File: config.mk
export PLATFORM = sky130hd
export DESIGN_NAME = vpu_wb_arbiter
export DESIGN_NICKNAME = d
export VERILOG_FILES = /design/src/rtl/vpu_wb_arbiter.sv
export SDC_FILE = /design/constraint.sdc
export NUM_CORES = 1
export LEC_CHECK = 0
export ABC_AREA = 1
export BUFFER_PORTS_ARGS = -buffer_cell sky130_fd_sc_hd__buf_2
export CAP_MARGIN = 20
export CORE_AREA = 2 2 128 130
export DETAILED_ROUTE_END_ITERATION = 12
export DIE_AREA = 0 0 130 132
export PLACE_DENSITY_LB_ADDON = 0.2
export SLEW_MARGIN = 20
export SYNTH_ARGS = -nofsm -noshare
export SYNTH_HDL_FRONTEND = slang
export SYNTH_SLANG_ARGS = --single-unit
File: constraint.sdc
create_clock -name clk_i -period 1 [get_ports clk_i]
set_input_delay 0 -clock clk_i [delete_from_list [all_inputs] [get_ports clk_i]]
set_output_delay 0 -clock clk_i [all_outputs]
set_load 0.02 [all_outputs]
File: src/rtl/vpu_wb_arbiter.sv
// Vector writeback arbiter: grants one functional-unit result per cycle into a
// single registered regfile write port. Define VPU_WB_RR_EN for round-robin arbitration.
module vpu_wb_arbiter #(
  parameter int VLEN    = 64,
  parameter int NUM_SRC = 3
) (
  input  logic                              clk_i,
  input  logic                              rst_ni,
  input  logic [NUM_SRC-1:0]                src_valid_i,
  output logic [NUM_SRC-1:0]                src_ready_o,
  input  logic [NUM_SRC-1:0][4:0]           src_addr_i,
  input  logic [NUM_SRC-1:0][VLEN/8-1:0]    src_bweb_i,
  input  logic [NUM_SRC-1:0][VLEN-1:0]      src_data_i,
  input  logic                              flush_i,
  output logic                              vreg_write_en_o,
  output logic [4:0]                        vreg_write_addr_o,
  output logic [VLEN/8-1:0]                 vreg_write_bweb_o,
  output logic [VLEN-1:0]                   vreg_write_data_o,
  output logic                              wb_done_o,
  output logic [4:0]                        wb_done_addr_o,
  output logic [1:0]                        wb_done_src_o,
  output logic                              busy_o
);

  logic       grant_vld;
  logic [1:0] grant_idx;
  logic       grant_fire;
  logic [2:0] cand;

`ifdef VPU_WB_RR_EN
  logic [1:0] rr_ptr;
`endif

  // Walk the sources in priority order; the first valid one wins.
  always_comb begin
    grant_vld = 1'b0;
    grant_idx = '0;
    cand      = '0;
    for (int i = 0; i < NUM_SRC; i++) begin
`ifdef VPU_WB_RR_EN
      cand = {1'b0, rr_ptr} + 3'(i);
      if (cand >= 3'(NUM_SRC)) cand = cand - 3'(NUM_SRC);
`else
      cand = 3'(i);
`endif
      if (!grant_vld && (cand < 3'(NUM_SRC)) && src_valid_i[cand[1:0]]) begin
        grant_vld = 1'b1;
        grant_idx = cand[1:0];
      end
    end
  end

  assign grant_fire = grant_vld && !flush_i;

  always_comb begin
    src_ready_o = '0;
    for (int k = 0; k < NUM_SRC; k++) begin
      src_ready_o[k] = grant_fire && (grant_idx == 2'(k));
    end
  end

`ifdef VPU_WB_RR_EN
  always_ff @(posedge clk_i or negedge rst_ni) begin
    if (!rst_ni) begin
      rr_ptr <= '0;
    end else if (grant_fire) begin
      rr_ptr <= (grant_idx == 2'(NUM_SRC - 1)) ? 2'd0 : grant_idx + 2'd1;
    end
  end
`endif

  // The regfile never back-pressures, so the stage holds a result for exactly
  // one cycle and otherwise presents all-zero outputs.
  always_ff @(posedge clk_i or negedge rst_ni) begin
    if (!rst_ni) begin
      vreg_write_en_o   <= 1'b0;
      vreg_write_addr_o <= '0;
      vreg_write_bweb_o <= '0;
      vreg_write_data_o <= '0;
      wb_done_o         <= 1'b0;
      wb_done_addr_o    <= '0;
      wb_done_src_o     <= '0;
      busy_o            <= 1'b0;
    end else if (grant_fire) begin
      vreg_write_en_o   <= |src_bweb_i[grant_idx];
      vreg_write_addr_o <= src_addr_i[grant_idx];
      vreg_write_bweb_o <= src_bweb_i[grant_idx];
      vreg_write_data_o <= src_data_i[grant_idx];
      wb_done_o         <= 1'b1;
      wb_done_addr_o    <= src_addr_i[grant_idx];
      wb_done_src_o     <= grant_idx;
      busy_o            <= 1'b1;
    end else begin
      vreg_write_en_o   <= 1'b0;
      vreg_write_addr_o <= '0;
      vreg_write_bweb_o <= '0;
      vreg_write_data_o <= '0;
      wb_done_o         <= 1'b0;
      wb_done_addr_o    <= '0;
      wb_done_src_o     <= '0;
      busy_o            <= 1'b0;
    end
  end

endmodule

== Word-level counts from Yosys, hierarchy flattened ==
Cells that the tools add are included.

* Order comparisons: 1
* Eq/ne operators: 2
* Muxes and demuxes: 17
* Reductions and logical operators: 11

{| class="wikitable"
|+ Operator list
! cell !! number
|-
| $bmux 64 s2 || 1
|-
| $mux 64 || 2
|-
| $bmux 8 s2 || 1
|-
| $mux 8 || 2
|-
| $bmux 5 s2 || 1
|-
| $mux 5 || 2
|-
| $reduce_or 8->1 || 1
|-
| $logic_and 1x1->1 || 6
|-
| $mux 1 || 6
|-
| $mux 2 || 2
|-
| $logic_not 1->1 || 3
|-
| $lt 2x3->1 const B || 1
|-
| $eq 2x1->1 const B || 1
|-
| $eq 2x2->1 const B || 1
|-
| $logic_not 2->1 || 1
|}

* Register bits after elaboration: 81
* Output and inout bits: 90

== Depth between registers and ports, before layout ==
* Word-level depth: 11
* Depth in mapped cells: 9

== Worst setup path before layout ==
Ideal clock, no wire load.

* Kind: input to register
* From: input src_valid_i[1]
* To: register vreg_write_en_o
* Library setup time: 0.129 ns
* Arrival time: 0.874 ns
* Slack: -0.003 ns
* Stages: 8
* Path buffers: 1
* Path through: buf_6 nor2_4 nand2_4 or2_2 nand2_1 nand2_1 nor2_2 a21oi_2

* Cells in the longest elaborated chain, start to end: 9
* Elaborated cells between the ends (all ways): 12
* Classes of those cells: mux: 7; reduce/logical: 5

{| class="wikitable"
|+ Ends and longest elaborated chain
! element !! line !! RTL
|-
| from (decl) || 9 || <nowiki>input logic [NUM_SRC-1:0] src_valid_i,</nowiki>
|-
| $logic_and 1x1->1 (*) || 46 || <nowiki>if (!grant_vld && (cand < 3'(NUM_SRC)) && src_valid_i[cand[1:0]]) begin</nowiki>
|-
| $mux 1 || 46 ||
|-
| $logic_not 1->1 || 46 ||
|-
| $logic_and 1x1->1 || 46 ||
|-
| $mux 2 || 46 ||
|-
| $bmux 8 s2 || 85 || <nowiki>vreg_write_en_o <= |src_bweb_i[grant_idx];</nowiki>
|-
| $mux 8 (not written as such) || 85 ||
|-
| $reduce_or 8->1 || 85 ||
|-
| $mux 1 (*) || 84 || <nowiki>end else if (grant_fire) begin</nowiki>
|-
| to (signal assigned) || 85 ||
|-
| to (decl) || 15 || <nowiki>output logic vreg_write_en_o,</nowiki>
|}

Mark *: on every way between the ends. The rest lies on a longest branch, timed or not. The select of a mux whose other input is x is not followed.

== Worst setup path in the final report ==
* From: input src_valid_i[1]
* To: output src_ready_o[0]

* Cells in the longest elaborated chain, start to end: 7
* Elaborated cells between the ends (all ways): 10
* Classes of those cells: mux: 4; reduce/logical: 6

{| class="wikitable"
|+ Ends and longest elaborated chain
! element !! line !! RTL
|-
| $logic_and 1x1->1 (*) || 46 ||
|-
| $mux 1 || 46 ||
|-
| $logic_not 1->1 || 46 ||
|-
| $logic_and 1x1->1 || 46 ||
|-
| $mux 2 or $mux 1 (tied branches) || 46 ||
|-
| $logic_not 2->1 or $logic_and 1x1->1 (tied branches) || 58, 53 ||
|-
| $logic_and 1x1->1 (*) || 58 || <nowiki>src_ready_o[k] = grant_fire && (grant_idx == 2'(k));</nowiki>
|-
| to (decl) || 10 || <nowiki>output logic [NUM_SRC-1:0] src_ready_o,</nowiki>
|}

Mark *: on every way between the ends. The rest lies on a longest branch, timed or not.

==> results.ini <==
[critical_path]
cp.arrival_ps=930
cp_slowest_stage_delay_ps=210
crit_fanout=29
cp.required_ps=1000
slowest_stage=buf_12
worst_path_most_repeated_cell=buf_4
cp-end-kind=output pin
critPathLaunch=src_valid_i[1]
worstPathCellList=buf_2, buf_4, inv_1, nor2_4, buf_12, nor3_2, buf_4
path_class=in2out
startpoint_type=input pin

[floorplan]
core_area_sq_um=15700
start_util_pct=29.2
die_x_um=130
die_h_um=132
io_pins=327
design.die.area_sq_um=17200
row_count=46

[synthesis]
synth.cell_area_sq_um=4580
syn_nets=773
post_synth.cell_area_avg_sq_um=8.55
synth_seq_cells=81
netlist_instances=536
yosysWarnings=0
synth_sequential_area_ratio_pct=44.2
netlist-cell-type-count=24

[route]
route.detailed.drc=0
wl_per_cell_um=14.5
vias=5454
wl_mm=17.9
drt_iter0_markers=210
via_per_inst=4.42
ant_nets=0
first_pass_iters=6

[power]
intPower_uw=7330
max-vdd-ir-drop_uv=743
pwr-share-comb_pct=29.3
cellLeakagePower_uw=0.00475
p_per_area_nw_per_um2=1240
clkPwrFrac_pct=35.5
swShare_pct=29.1
p_sw_uw=3000
power_frac_seq_pct=35.3

[grt]
grt_max_degree=82
grt_pass1_wl_mm=27.9
antenna_found_initial=7
grt-ovfl-total=0
grt_usage_pct=20.9
first_global_vias=5774

[layout]
nets=1245
final_core_util_pct=53.0
area_delta_synth_final_pct=81.8
drive_gt1_share_pct=46.0
mostFrequentLayoutCell=buf_2
fillers=1493
mostFrequentLayoutCells=323 x buf_2, 165 x nand2_1, 140 x dlygate4sd3_1

[clock_tree]
numClockSinks=81
htree_levels=3
clockBufferDepth=2
path_clk_slew_ps=60
clockRootBuffer=clkbuf_16
numCtsBuffers=9
cts_tree=done

[sta]
final.period_utilization_pct=93.4
hold_viol=2
slew_headroom_pct=67.2
rsz0062_at_grt=no
slew_viol_final=0
fmaxAchievable_mhz=1070
hold-worst-slack_ps=-11.1
min_period_ps=934
setup_violations=0
final.setup.tns_ps=0
worst_pin_slew_ps=492

[min_path]
hold_path.startpoint=src_bweb_i[19]
holdPathEnd=vreg_write_bweb_o[3]
worstHoldPathType=in2reg
hold_depth=4

[place]
dp_hpwl_mm=12.2
gp_congestion=0.794
port_buffers=326

[status]
status=finished with violations
failed_checks=negative hold slack

[run]
max_cap_violations=0

-- worst max-delay path: cells and delay by family --
family / cells / cell delay, ps
AND/OR/NAND/NOR: 2 / 240
buffers and inverters: 5 / 680
-- through the flow --
step	worst slack (ps)	hold WS, ps	total power [uW]	instances	instance area, sq um
after global routing	11.4	12.5	10900	1235	8330
after floorplan	-2.57	-296	5140	536	4580
final	66.3	-11.1	10300	1235	8330
after global placement	-139	68.4	6260	1071	6540
after detailed placement	-178	67.4	6280	1071	6540
after CTS	6.41	-19.4	10500	1228	8290
-- flip-flops by register name (all words and copies together), names as in the netlist --
signal             count
vreg_write_data_o     64
wb_done_src_o          2
vreg_write_addr_o      5
vreg_write_en_o        1
vreg_write_bweb_o      8
wb_done_o              1
-- layout make-up --
type,instances,area [sq um],share of cell area [%]
clock buffers,12,256,3.08
well taps,216,270,3.24
multi-input cells,342,1950,23.4
repair buffers,506,3480,41.8
clock inverters,4,75.1,0.901
diodes,6,15.0,0.180
inverters,68,258,3.09
flip-flops and latches,81,2030,24.3
-- power by group through the flow --
| stage | Combinational [uW] | Sequential (uW) | Clock, uW |
|---|---|---|---|
| 6_report | 3020 | 3640 | 3660 |
| 5_1_grt | 3300 | 3670 | 3900 |
| 4_1_cts | 3020 | 3640 | 3790 |
| 3_5_place_dp | 2580 | 3700 | 0 |
| 3_3_place_gp | 2570 | 3690 | 0 |
| 2_1_floorplan | 1040 | 4100 | 0 |
-- worst max path at each step --
stage | end | slack (ps) | cells past startpoint
CTS | src_ready_o[0] | 6 | 7
global placement | vreg_write_data_o[33] | -140 | 9
global route | src_ready_o[2] | 10 | 7
detailed placement | vreg_write_data_o[53] | -180 | 7
finish | src_ready_o[0] | 70 | 7
floorplan | vreg_write_en_o | -3 | 8
-- Yosys cell counts, drive strengths merged --
library cell  instances  area share (%)
clkbuf                1           0.082
buf                  44             7.9
dfrtp                81              44
a21oi                 1            0.19
nand2               167              14
nor3                  1            0.11
or2                   3            0.41
a31oi                11             1.5
o21ai                11             1.2
o211ai               58              12
nand3                72              10
inv                  68             5.6
nor2                 18             2.2
-- timing repair --
item | CTS | global route
setup buffers | 0 | 1
endpoints found under the setup margin | 3 | 3
pin swaps | 0 | 4
hold buffers | 141 | 0
endpoints found under the hold margin | 153 | 0
gates resized for setup | 3 | 5
-- per-layer routing --
layer	global-route usage, %	wire (um)	vias up
met1	22.5	6890	2493
met3	5.19	1170	41
li1	-	-	2690
met5	0	0	-
met2	37.5	9190	230
met4	10.8	685	0
-- cells by family after synthesis --
group,share of synthesized area [%]
and+or+nand+nor,27.2
buffers and inverters,13.6
DFF,44.2
AOI/OAI and AO/OA,15.0
(Power assumes the default switching activity.)
